**config.mk**
```make
export PLATFORM = sky130hd
export DESIGN_NAME = mmio_bus_interconnect_flat
export DESIGN_NICKNAME = d
export VERILOG_FILES = /design/src/rtl/mmio_bus_interconnect_if.sv /design/src/rtl/mmio_bus_interconnect.sv /design/src/flat_wrapper.sv
export SDC_FILE = /design/constraint.sdc
export NUM_CORES = 1
export LEC_CHECK = 0
export BUFFER_PORTS_ARGS = -buffer_cell sky130_fd_sc_hd__buf_2
export CELL_PAD_IN_SITES_DETAIL_PLACEMENT = 0
export CELL_PAD_IN_SITES_GLOBAL_PLACEMENT = 1
export CORE_AREA = 2 2 124 126
export CTS_CLUSTER_DIAMETER = 60
export CTS_CLUSTER_SIZE = 14
export DETAILED_ROUTE_END_ITERATION = 8
export DIE_AREA = 0 0 126 128
export PLACE_DENSITY = 0.73
export SKIP_LAST_GASP = 1
export SYNTH_ARGS = -nofsm -noshare
export SYNTH_HDL_FRONTEND = slang
export SYNTH_SLANG_ARGS = --single-unit
```
**constraint.sdc**
```tcl
create_clock -name clk -period 1.9 [get_ports clk]
set_input_delay 0.19 -clock clk [delete_from_list [all_inputs] [get_ports clk]]
set_output_delay 0.19 -clock clk [all_outputs]
set_load 0.05 [all_outputs]
```
**src/rtl/mmio_bus_interconnect_if.sv**
```systemverilog
// CPU-side memory port of the MMIO interconnect.
// The CPU drives the request; the interconnect returns data and completion.
interface mmio_bus_interconnect_if;
    logic [31:0] mem_addr;
    logic [31:0] mem_wdata;
    logic [3:0]  byte_mask;
    logic        mem_read;
    logic        mem_write;
    logic [31:0] mem_rdata;
    logic        mem_ready;
    logic        bus_err;

    modport master (
        output mem_addr, mem_wdata, byte_mask, mem_read, mem_write,
        input  mem_rdata, mem_ready, bus_err
    );

    modport slave (
        input  mem_addr, mem_wdata, byte_mask, mem_read, mem_write,
        output mem_rdata, mem_ready, bus_err
    );
endinterface

```
**src/rtl/mmio_bus_interconnect.sv**
```systemverilog
// N-slave MMIO interconnect: address decode, per-slave select/write strobe,
// ready handshake with timeout, and sticky error reporting.
module mmio_bus_interconnect #(
    parameter int                    N_SLAVES   = 3,
    parameter logic [N_SLAVES*32-1:0] BASE_ADDRS =
        {32'hFFFF_FFF4, 32'hFFFF_FFF0, 32'h0000_0000},
    parameter logic [N_SLAVES*32-1:0] TOP_ADDRS  =
        {32'hFFFF_FFF7, 32'hFFFF_FFF3, 32'h0000_07FF},
    parameter int                    TIMEOUT    = 16,
    parameter logic [31:0]           ERR_DATA   = 32'hDEAD_BEEF
) (
    input  logic                     clk,
    input  logic                     reset,
    mmio_bus_interconnect_if.slave   bus,
    output logic [N_SLAVES-1:0]      slv_sel,
    output logic [N_SLAVES-1:0]      slv_write,
    input  logic [N_SLAVES*32-1:0]   slv_rdata,
    input  logic [N_SLAVES-1:0]      slv_ready,
    input  logic                     err_clear,
    output logic                     err_flag,
    output logic [31:0]              err_addr,
    output logic [7:0]               err_count
);
    localparam int IDX_W = (N_SLAVES > 1) ? $clog2(N_SLAVES) : 1;

    typedef enum logic [1:0] {
        IDLE,
        WAIT,
        MISS
    } state_t;

    state_t           state, state_d;
    logic [IDX_W-1:0] sel_q, sel_d;
    logic [7:0]       cnt, cnt_d;
    logic [IDX_W-1:0] hit_idx;
    logic             hit;
    logic             req;
    logic             err_ev;

    // Walk downwards so the lowest matching index is the one left standing.
    always_comb begin
        hit     = 1'b0;
        hit_idx = '0;
        for (int i = N_SLAVES - 1; i >= 0; i--) begin
            if (bus.mem_addr >= BASE_ADDRS[32*i +: 32] &&
                bus.mem_addr <= TOP_ADDRS[32*i +: 32]) begin
                hit     = 1'b1;
                hit_idx = IDX_W'(i);
            end
        end
    end

    assign req = (bus.mem_read | bus.mem_write) & ~reset;

    always_ff @(posedge clk or posedge reset) begin
        if (reset) begin
            state <= IDLE;
            sel_q <= '0;
            cnt   <= '0;
        end else begin
            state <= state_d;
            sel_q <= sel_d;
            cnt   <= cnt_d;
        end
    end

    always_comb begin
        state_d       = state;
        sel_d         = sel_q;
        cnt_d         = cnt;
        slv_sel       = '0;
        slv_write     = '0;
        bus.mem_rdata = '0;
        bus.mem_ready = 1'b0;
        bus.bus_err   = 1'b0;
        err_ev        = 1'b0;
        case (state)
            IDLE: begin
                if (req) begin
                    if (hit) begin
                        slv_sel[hit_idx]   = 1'b1;
                        slv_write[hit_idx] = bus.mem_write;
                        sel_d              = hit_idx;
                        cnt_d              = '0;
                        state_d            = WAIT;
                    end else begin
                        state_d = MISS;
                    end
                end
            end
            WAIT: begin
                slv_sel[sel_q] = 1'b1;
                bus.mem_rdata  = slv_rdata[32*sel_q +: 32];
                if (slv_ready[sel_q]) begin
                    bus.mem_ready = 1'b1;
                    cnt_d         = '0;
                    state_d       = IDLE;
                end else if (cnt == 8'(TIMEOUT - 1)) begin
                    bus.mem_ready = 1'b1;
                    bus.bus_err   = 1'b1;
                    bus.mem_rdata = ERR_DATA;
                    err_ev        = 1'b1;
                    cnt_d         = '0;
                    state_d       = IDLE;
                end else begin
                    cnt_d = cnt + 8'd1;
                end
            end
            MISS: begin
                bus.mem_ready = 1'b1;
                bus.bus_err   = 1'b1;
                bus.mem_rdata = ERR_DATA;
                err_ev        = 1'b1;
                state_d       = IDLE;
            end
            default: state_d = IDLE;
        endcase
    end

    // A new error outranks a same-cycle clear, restarting the count at one.
    always_ff @(posedge clk or posedge reset) begin
        if (reset) begin
            err_flag  <= 1'b0;
            err_addr  <= '0;
            err_count <= '0;
        end else if (err_ev) begin
            err_flag <= 1'b1;
            err_addr <= bus.mem_addr;
            if (err_clear)
                err_count <= 8'd1;
            else if (err_count != 8'hFF)
                err_count <= err_count + 8'd1;
        end else if (err_clear) begin
            err_flag  <= 1'b0;
            err_addr  <= '0;
            err_count <= '0;
        end
    end
endmodule

```
**src/flat_wrapper.sv**
```systemverilog
// flat-port wrapper written by rule: the top's interface ports become plain ports
module mmio_bus_interconnect_flat 
#(
    parameter int                    N_SLAVES   = 3,
    parameter logic [N_SLAVES*32-1:0] BASE_ADDRS =
        {32'hFFFF_FFF4, 32'hFFFF_FFF0, 32'h0000_0000},
    parameter logic [N_SLAVES*32-1:0] TOP_ADDRS  =
        {32'hFFFF_FFF7, 32'hFFFF_FFF3, 32'h0000_07FF},
    parameter int                    TIMEOUT    = 16,
    parameter logic [31:0]           ERR_DATA   = 32'hDEAD_BEEF
)
  (clk, reset, slv_sel, slv_write, slv_rdata, slv_ready, err_clear, err_flag, err_addr, err_count, bus_mem_addr, bus_mem_wdata, bus_byte_mask, bus_mem_read, bus_mem_write, bus_mem_rdata, bus_mem_ready, bus_bus_err);
  mmio_bus_interconnect_if bus_i ();
  input  logic clk;
  input  logic reset;
  output logic [N_SLAVES-1:0] slv_sel;
  output logic [N_SLAVES-1:0] slv_write;
  input  logic [N_SLAVES*32-1:0] slv_rdata;
  input  logic [N_SLAVES-1:0] slv_ready;
  input  logic err_clear;
  output logic err_flag;
  output logic [31:0] err_addr;
  output logic [7:0] err_count;
  input wire logic [$bits(bus_i.mem_addr)-1:0] bus_mem_addr;
  input wire logic [$bits(bus_i.mem_wdata)-1:0] bus_mem_wdata;
  input wire logic [$bits(bus_i.byte_mask)-1:0] bus_byte_mask;
  input wire logic [$bits(bus_i.mem_read)-1:0] bus_mem_read;
  input wire logic [$bits(bus_i.mem_write)-1:0] bus_mem_write;
  output wire logic [$bits(bus_i.mem_rdata)-1:0] bus_mem_rdata;
  output wire logic [$bits(bus_i.mem_ready)-1:0] bus_mem_ready;
  output wire logic [$bits(bus_i.bus_err)-1:0] bus_bus_err;
  assign bus_i.mem_addr = bus_mem_addr;
  assign bus_i.mem_wdata = bus_mem_wdata;
  assign bus_i.byte_mask = bus_byte_mask;
  assign bus_i.mem_read = bus_mem_read;
  assign bus_i.mem_write = bus_mem_write;
  assign bus_mem_rdata = bus_i.mem_rdata;
  assign bus_mem_ready = bus_i.mem_ready;
  assign bus_bus_err = bus_i.bus_err;
  mmio_bus_interconnect #(.N_SLAVES(N_SLAVES), .BASE_ADDRS(BASE_ADDRS), .TOP_ADDRS(TOP_ADDRS), .TIMEOUT(TIMEOUT), .ERR_DATA(ERR_DATA)) u_core (.clk(clk), .reset(reset), .bus(bus_i), .slv_sel(slv_sel), .slv_write(slv_write), .slv_rdata(slv_rdata), .slv_ready(slv_ready), .err_clear(err_clear), .err_flag(err_flag), .err_addr(err_addr), .err_count(err_count));
endmodule
```
* Yosys cells after proc, flatten, opt, wreduce, memory -nomap -nowiden
Index checks and enable logic that the tools add are counted.
W data, S select, Z words.
** Word-level totals
- Flip-flop bits (word level) :: 53
- Output and inout port bits :: 81
- Logic and storage cells :: 87
- Bits of input ports :: 172
** Cells by class
- Order comparisons :: 10
- Equality and inequality tests :: 7
- Add/subtract/negate cells :: 2
- Bitwise gates (word level) :: 4
- Reduce and logical (&&, ||, !) cells :: 13
- Shift operators :: 1
- Muxes and demuxes :: 44
** Operator list (count)
- $mux W32 :: 4
- $shiftx A96 B8 Y32 :: 1
- $ge A32 B32 Y1 const B :: 2
- $le A32 B32 Y1 const B :: 2
- $mux W8 :: 8
- $pmux W32 S2 :: 1
- $ge A32 B1 Y1 const B :: 1
- $le A32 B11 Y1 const B :: 1
- $add A8 B1 Y8 const B :: 2
- $pmux W8 S2 :: 1
- $mux W3 :: 5
- $mux W2 :: 7
- $mux W1 :: 11
- $eq A8 B4 Y1 const B :: 1
- $ne A8 B8 Y1 const B :: 1
- $lt A2 B3 Y1 const B :: 2
- $pmux W3 S2 :: 1
- $reduce_and A3 Y1 :: 2
- $reduce_bool A2 Y1 :: 3
- $logic_and A1 B1 Y1 :: 5
- $demux W1 S2 :: 2
- $ge A2 B1 Y1 const B :: 2
- $ne A2 B1 Y1 const B :: 2
- $pmux W1 S2 :: 2
- 11 further kinds :: 12

* Depth between registers and ports, before layout
Gate-level depths: netlist of the first run.
- Depth in word-level cells :: 13
- Mapped depth :: 9
- Gate-level depth less buffers :: 7

* Worst setup path before layout of the first run
OpenSTA, ideal clock, no wires.
- Path type :: register to output
- Start point :: register u_core.sel_q[0]
- End point :: output port bus_mem_rdata[0]
- Cell stages (with the launch flop) :: 7
- Slack :: -665 ps
- Data arrival time :: 2375 ps
- Required time :: 1710 ps
- Buffers on the path :: 2
- Cell sequence :: dfrtp_1 clkbuf_1 inv_1 nor2_1 clkbuf_1 a21oi_1 o21ai_0
** Between the ends
- Word-level cells in the longest chain between the ends :: 4
- Elaborated cells between the ends (all ways) :: 6
- Classes of those cells :: shift (1); mux (5)
** Ends and longest elaborated chain
- start, declared :: line mmio_bus_interconnect.sv:33 : logic [IDX_W-1:0] sel_q, sel_d;
- start signal, assigned :: line mmio_bus_interconnect.sv:62 : sel_q <= sel_d;
- $shiftx A96 B8 Y32 or $bmux W1 S2 (tied branches) :: line mmio_bus_interconnect.sv:93, mmio_bus_interconnect.sv:94
- $mux W32 or $mux W1 (tied branches) :: line mmio_bus_interconnect.sv:98, mmio_bus_interconnect.sv:94
- $mux W32 (*) :: line mmio_bus_interconnect.sv:94 : if (slv_ready[sel_q]) begin
- $pmux W32 S2 (*) :: line mmio_bus_interconnect.sv:77 : case (state)
- end, declared :: line flat_wrapper.sv:29 : output wire logic [$bits(bus_i.mem_rdata)-1:0] bus_mem_rdata;
Every way passes the cells marked *; elsewhere a longest branch is shown, timed or not. The select of a mux whose other input is x is not followed.

* Final worst setup path of the first run
- Start point :: register u_core.cnt[0]
- End point :: output port bus_mem_rdata[11]
** Between the ends
- Word-level cells in the longest chain between the ends :: 4
** Ends and longest elaborated chain
- start, declared :: line mmio_bus_interconnect.sv:34 : logic [7:0] cnt, cnt_d;
- start signal, assigned :: line mmio_bus_interconnect.sv:63 : cnt <= cnt_d;
- $eq A8 B4 Y1 :: line mmio_bus_interconnect.sv:98 : end else if (cnt == 8'(TIMEOUT - 1)) begin
- $mux W32 :: line mmio_bus_interconnect.sv:98
- $mux W32 :: line mmio_bus_interconnect.sv:94
- $pmux W32 S2 :: line mmio_bus_interconnect.sv:77
Every way passes these cells.

==> results of run 1 <==
[per-stage QoR]
step | total power, W | cells | worst slack (ps) | hold WS, ps
global route | 0.00394 | 895 | -356 | 96.3
floorplan | 0.00221 | 452 | -390 | 295
finish | 0.00376 | 895 | -301 | 86.4
CTS | 0.00379 | 894 | -301 | 79.8
detailed placement | 0.00272 | 880 | -261 | 279
global placement | 0.00270 | 880 | -320 | 261
[power by group through the flow]
| stage | logic, W | registers (W) | clock network [W] |
|---|---|---|---|
| 3_5_place_dp | 0.00143 | 0.00130 | 0 |
| 2_1_floorplan | 0.000599 | 0.00162 | 0 |
| 5_1_grt | 0.00166 | 0.00129 | 0.000994 |
| 4_1_cts | 0.00157 | 0.00127 | 0.000953 |
| 6_report | 0.00157 | 0.00128 | 0.000914 |
| 3_3_place_gp | 0.00141 | 0.00129 | 0 |
[cell usage after synthesis (all sizes together), types with 6 or more instances]
cell	n	area, µm²
nor4	7	43.8
inv	14	52.6
clkbuf	19	71.3
nand4	8	50.1
nand3b	33	248
nor2	52	195
o21ai	33	165
nand2	76	285
dfrtp	53	1330
and3	6	37.5
mux2i	34	340
buf	12	68.8
a21oi	38	190
o22ai	6	37.5
[critical path: stages, from the launching register on]
cell and delay, ps:
dfrtp_1 390, ha_2 200, and4b_1 210, and2_4 160
a31oi_4 190, buf_12 170, buf_12 110, o21ai_0 70
buf_4 200
[routing by layer]
layer  wire length [µm]  global-route usage, %  share of wire, %  vias up
li1                   -                      -                 -     2122
met4                174                   3.62               1.3        0
met3                910                   3.71               6.7       13
met2               6770                   28.4                50      163
met1               5720                   20.1                42     2078
met5                  0                      0                 0        -
[worst paths after layout]
kind                                           startpoint                         endpoint  slack [ps]  cells past startpoint
setup / recovery                u_core.cnt[0]$_DFFE_PP0P_                bus_mem_rdata[11]        -300                      8
hold / removal                            bus_mem_addr[0]   u_core.err_addr[0]$_DFFE_PP0P_          90                      3
setup reg to reg                u_core.cnt[0]$_DFFE_PP0P_  u_core.err_count[4]$_DFFE_PP0P_         -90                      9
hold reg to reg            u_core.err_addr[5]$_DFFE_PP0P_   u_core.err_addr[5]$_DFFE_PP0P_         510                      2
max in group asynchronous                           reset   u_core.err_addr[9]$_DFFE_PP0P_         820                      4
min in group asynchronous                           reset      u_core.state[0]$_DFFE_PP0P_         510                      3
[state kept, by name (all words and copies together) (netlist names)]
register / count
u_core.err_count: 8
u_core.state: 2
u_core.cnt: 8
u_core.sel_q: 2
u_core.err_addr: 32
u_core.err_flag: 1
[cell type report]
type | instances | area share, %
multi-input cells | 354 | 41.1
repair buffers | 278 | 30.8
flip-flops and latches | 53 | 21.2
well taps | 188 | 3.75
clock buffers | 6 | 2.06
inverters | 14 | 0.879
clock inverters | 2 | 0.240
[placed cells by master, fill, tap and decap left out, drive strengths merged, types with 2 or more instances in the layout]
| cell type | n |
|---|---|
| a211oi | 3 |
| a21oi | 38 |
| a31oi | 3 |
| a32o | 5 |
| a41o | 2 |
| a41oi | 2 |
| and2 | 3 |
| and3 | 6 |
| and4 | 5 |
| buf | 275 |
| clkbuf | 8 |
| clkinvlp | 2 |
| dfrtp | 53 |
| ha | 5 |
| inv | 14 |
| mux2i | 34 |
| nand2 | 76 |
| nand2b | 2 |
| nand3 | 4 |
| nand3b | 33 |
| nand4 | 8 |
| nor2 | 52 |
| nor3 | 5 |
| nor4 | 7 |
| o211ai | 2 |
| o21a | 2 |
| o21ai | 33 |
| o22ai | 6 |
| o2bb2ai | 5 |
| o32ai | 2 |
| or2 | 3 |
[kinds of logic (layout without fill, tap and decap cells)]
logic type               after synthesis  count (layout)  share of synthesized area, %
buffers and inverters                 45             300                          5.29
flip-flops                            53              53                          36.4
AO/OA/AOI/OAI                        107             107                          18.9
multiplexers                          34              34                          9.35
AND/OR/NAND/NOR                      208             208                          28.3
adder cells (fa/ha/maj)                5               5                          1.72
[what timing repair did]
item	CTS	global route
pin swaps	7	2
setup buffers	4	1
resized for setup	83	17
cloned	1	0
endpoints found under the setup margin	79	80
endpoints found under the hold margin	20	0
hold buffers	1	0
==> flow_summary_export.csv, run 1 <==
group,metric,value,unit
status,status,"finished, violations left",
status,violations,"negative setup slack",
die,die_w,126,µm
die,pin_count,253,
timing,rsz0062_at_grt,"yes",
pwr,p_int,0.00228,W
place,place_area,5690,µm²
finish,n_antenna_cell,0,
synth,synth-seq-area-share,36.4,%
synth,synth_top_flop_cell,"dfrtp_1",
pwr,leakage,3.27,nW
timing,relSlewSlack,52.6,%
timing,fin_setup_tns,-8950,ps
die,core-area,14900,µm²
timing,skew,3.42,ps
timing,fin_ws,-301,ps
timing,tightestPinTransition,711,ps
place,dp.final_hpwl,10500,µm
cts,cts_buffers,5,
pwr,net-switching-power,0.00148,W
critical_path,worstPathRequired,1710,ps
route,route.detailed.drc,0,
pwr,vdd_drop_max,0.000338,V
synth,synthCells,452,
route,dr_total_vias,4376,
critical_path,crit_path_end_kind,"primary output",
cts,clkLatencyLatePin,290,ps
place,place_congestion,0.820,
timing,hold_viol,0,
synth,synth-edff-count,0,
place,port_buffers,216,
finish,syn_to_final_growth,72.1,%
timing,fin_crit_sh,116,%
timing,setup_viol,40,
finish,final_layout_size_suffix_gt1_share,50.2,%
critical_path,path_class,"reg -> out",
die,fp-row-count,45,
synth,synth_area,3640,µm²
synth,avgSynthCellArea,8.05,µm²
finish,fill_cells,1524,
pwr,power_frac_comb,41.7,%
route,wl,13600,µm
route,antenna_left,0,
critical_path,path_max_fanout,5,
critical_path,worstSetupStartpointType,"flip-flop",
finish,regArea,1330,µm²
pwr,p_per_area,600,nW/µm²
cts,tritoncts,"built",
global_routing,grt_pass1_wl,21400,µm
timing,slew_viol_final,0,
global_routing,antenna_found_initial,0,
pwr,pwr-share-seq,34.0,%
pwr,clock_power_share,24.3,%
synth,ys_ff_latch,53,
global_routing,track_usage,16.1,%
global_routing,grt.overflow.total,0,
cts,clkTransAtPathRegs,70,ps
die,start_util,24.5,%
global_routing,grt_pass1_vias,4320,
route,drt_iter0_drc,237,
timing,fmax,0.454,GHz
timing,min_period,2200,ps
route,firstDrtPassIters,4,
critical_path,arrival,2010,ps
cts,h-tree-depth,2,
synth,ys.warnings.count,0,
synth,synth_fp_nets,629,
finish,fin_util,42.1,%
route,via_per_inst,4.89,
cts,clockBufferDepth,2,
job,drv_cap,0,
global_routing,grt_max_degree,43,
cts,cts.sinks,53,
route,avgRoutedWirePerCell,15.2,µm
finish,multiInputGateArea,2570,µm²
die,dieArea,16100,µm²
synth,async_reset_ff_share,100,%
finish,finalNetCount,883,
hold_path,hp-class,"in -> reg",
die,die_h,128,µm
synth,synth_cell_types,45,
finish,final_area,6260,µm²
pwr,p_sw_share,39.5,%
cts,cts-root-buf,"clkbuf_16",
Power figures use the tool's default switching activity.
==> run 2, diff against run 1 <==
--- a/config.mk
+++ b/config.mk
@@ -5,14 +5,15 @@
 export SDC_FILE = /design/constraint.sdc
 export NUM_CORES = 1
 export LEC_CHECK = 0
+export ABC_AREA = 1
 export BUFFER_PORTS_ARGS = -buffer_cell sky130_fd_sc_hd__buf_2
 export CELL_PAD_IN_SITES_DETAIL_PLACEMENT = 0
 export CELL_PAD_IN_SITES_GLOBAL_PLACEMENT = 1
-export CORE_AREA = 2 2 124 126
+export CORE_AREA = 2 2 126 128
 export CTS_CLUSTER_DIAMETER = 60
 export CTS_CLUSTER_SIZE = 14
 export DETAILED_ROUTE_END_ITERATION = 8
-export DIE_AREA = 0 0 126 128
+export DIE_AREA = 0 0 128 130
 export PLACE_DENSITY = 0.73
 export SKIP_LAST_GASP = 1
 export SYNTH_ARGS = -nofsm -noshare
==> flow_summary_export.csv, run 2 <==
group,metric,value,unit
status,status,"finished, violations left",
status,violations,"negative setup slack",
pwr,vdd_drop_max,0.000339,V
route,route.detailed.drc,0,
pwr,p_sw_share,41.9,%
cts,cts-root-buf,"clkbuf_16",
pwr,power,0.00412,W
die,die_w,128,µm
synth,netlist.area_leader.share,37.1,%
global_routing,grt_pass1_wl,21300,µm
timing,fin_ws,-135,ps
synth,async_reset_ff_share,100,%
critical_path,cp_num_buf_inv,4,
synth,yosys-top-cells-count,"144 x nand2_1, 64 x inv_1, 64 x o21ai_0",
synth,ys_ff_latch,53,
cts,hold_buffers,0,
synth,ys.warnings.count,0,
synth,synth_top_flop_cell,"dfrtp_1",
synth,avgSynthCellArea,6.83,µm²
synth,synth_fp_nets,700,
critical_path,r2r-start,"u_core.sel_q[0]$_DFFE_PP0P_",
route,antenna_left,0,
finish,finalNetCount,965,
finish,n_antenna_cell,0,
timing,slew_viol_final,0,
pwr,leakage,3.19,nW
critical_path,worstPathRequired,1710,ps
finish,largest_register,"u_core.err_addr",
cts,clockBufferDepth,2,
critical_path,crit_path_end_kind,"primary output",
route,via_per_inst,4.49,
cts,clkLatencyLatePin,290,ps
critical_path,max_stage_delay,450,ps
cts,cts.sinks,53,
finish,final_cell_count_no_fill,980,
pwr,net-switching-power,0.00173,W
critical_path,cp.depth,8,
timing,min_period,2030,ps
timing,setup_viol,33,
global_routing,antenna_found_initial,0,
die,dieArea,16600,µm²
die,die_h,130,µm
critical_path,path_max_fanout,6,
global_routing,grt_pass1_vias,4118,
pwr,p_int,0.00239,W
cts,h-tree-depth,2,
route,avgRoutedWirePerCell,14.8,µm
critical_path,crit_chain,"buf_6, nor2_4, buf_6, buf_12, a22o_1, a21oi_2, o21ai_2, buf_6",
timing,rsz0062_at_grt,"yes",
finish,final_layout_size_suffix_gt1_share,47.1,%
hold_path,hp-class,"in -> reg",
cts,tritoncts,"built",
synth,yosys-top-cells-area,"dfrtp_1 37%, nand2_1 15%, o21ai_0 9.0%",
critical_path,r2r-end,"u_core.err_addr[20]$_DFFE_PP0P_",
global_routing,grt.overflow.total,0,
synth,synth_compound_area_share,20.9,%
synth,yosysTopAreaCell,"dfrtp_1",
finish,final_area,6220,µm²
timing,relSlewSlack,51.6,%
synth,synth_cell_types,32,
timing,skew,6.98,ps
place,dp.final_hpwl,10800,µm
job,drv_cap,0,
route,firstDrtPassIters,4,
timing,holdWs,110,ps
pwr,power_frac_comb,45.8,%
place,port_buffers,216,
finish,largest_register_ffs,32,
global_routing,use_met3,3.16,%
timing,fin_crit_sh,107,%
global_routing,met1_usage,23.3,%
pwr,clock_power_share,22.1,%
critical_path,arrival,1840,ps
finish,final_common_cell,"buf_2",
critical_path,reg2reg_slack,140,ps
finish,fill_cells,1610,
timing,fmax,0.491,GHz
place,place_area,5250,µm²
die,pin_count,253,
route,wl,14500,µm
critical_path,cpMostUsedCell,"buf_6",
route,dr_total_vias,4402,
place,place_congestion,0.828,
finish,layout_common_cells,"176 x buf_2, 139 x nand2_1, 56 x inv_1, 52 x dfrtp_1, 46 x buf_6",
synth,synth-seq-area-share,37.1,%
synth,synth_area,3570,µm²
timing,tightestPinTransition,726,ps
critical_path,path_class,"reg -> out",
synth,synth-edff-count,0,
place,dp.cells,955,
global_routing,grt_max_degree,54,
cts,clkTransAtPathRegs,70,ps
global_routing,track_usage,16.1,%
pwr,pwr-share-seq,32.1,%
critical_path,crit_slowest_cell,"dfrtp_2",
critical_path,reg2reg_depth,11,
critical_path,crit_start,"u_core.sel_q[0]$_DFFE_PP0P_",
critical_path,worstSetupStartpointType,"flip-flop",
synth,synthAdderAreaFrac,1.75,%
synth,synth_simple_gate_area_share,28.9,%
synth,synth_mux_area_share,0,%
synth,synth_top_family_by_area,"simple AND/OR/NAND/NOR gates",
synth,synthCells,523,
pwr,p_per_area,662,nW/µm²
die,core-area,15400,µm²
timing,hold_viol,0,
global_routing,grt_use_met2,25.2,%
synth,synth_xor_area_share,0.980,%
route,drt_iter0_drc,287,
finish,syn_to_final_growth,74.1,%
critical_path,crit_family,"buffers and inverters",
die,fp-row-count,46,
die,start_util,23.2,%
finish,largest_registers,"u_core.err_addr x32, u_core.cnt x8, u_core.err_count x8",
cts,cts_buffers,5,
global_routing,busiest_layer,"met2",
critical_path,cp-endpoint,"bus_mem_rdata[19]",
synth,synth.most_common_cell,"nand2_1",
## run 2: worst min-delay path by stage
stage                    start                             end  slack, ps  cells after the start
2_1_floorplan            reset       u_core.cnt[0]$_DFFE_PP0P_        260                      1
3_3_place_gp   bus_mem_addr[1]  u_core.err_addr[1]$_DFFE_PP0P_        400                      3
3_5_place_dp   bus_mem_addr[1]  u_core.err_addr[1]$_DFFE_PP0P_        400                      3
4_1_cts        bus_mem_addr[1]  u_core.err_addr[1]$_DFFE_PP0P_        100                      3
5_1_grt        bus_mem_addr[0]  u_core.err_addr[0]$_DFFE_PP0P_        120                      3
6_report       bus_mem_addr[1]  u_core.err_addr[1]$_DFFE_PP0P_        110                      3
## run 2: cell type report
cell class	instances	area, µm²	share of cell area [%]
Tap cell	192	240	3.86
Inverter	68	275	4.43
Sequential cell	53	1330	21.3
Multi-Input combinational cell	380	2240	36.0
Clock buffer	7	143	2.29
Timing Repair Buffer	280	2000	32.1
## run 2: worst min-delay path: stages
cell and delay, ps:
buf_2 70, nand2_1 40, o21ai_0 60
## run 2: power groups by stage
stage               Combinational (W)  Clock, W  Sequential, W
floorplan                    0.000689         0        0.00175
global placement              0.00164         0        0.00134
detailed placement            0.00164         0        0.00134
CTS                           0.00181  0.000951        0.00132
global route                  0.00201  0.000995        0.00134
finish                        0.00189  0.000910        0.00132
## run 2: what timing repair did
| action | CTS | global route |
|---|---|---|
| resized for setup | 117 | 61 |
| endpoints found under the setup margin | 48 | 78 |
| cloned | 2 | 2 |
| buffers inserted | 11 | 5 |
| pin swaps | 11 | 18 |
## run 2: cell families (layout without fill, tap and decap cells)
logic type | after synthesis | after routing
xor gates and xnor gates | 4 | 4
DFF | 53 | 53
AOI/OAI and AO/OA | 124 | 124
and+or+nand+nor | 247 | 247
adders and majority gates | 5 | 5
buffers and inverters | 90 | 355
## run 2: stage by stage
| step | util [%] | setup TNS (ps) | setup WS [ps] |
|---|---|---|---|
| final | 40.3 | -3090 | -135 |
| after global routing | 40.3 | -6330 | -230 |
| after CTS | 38.2 | -3220 | -157 |
| after detailed placement | 34.0 | -2030 | -164 |
| after global placement | 34.0 | -543 | -75.9 |
| after floorplan | - | -3200 | -188 |
## run 2: layer usage
layer | vias up | wire, µm | part of all wire (%)
li1 | 2252 | - | -
met5 | - | 0 | 0
met1 | 2040 | 6770 | 47
met4 | 0 | 154 | 1.1
met2 | 97 | 6980 | 48
met3 | 13 | 643 | 4.4
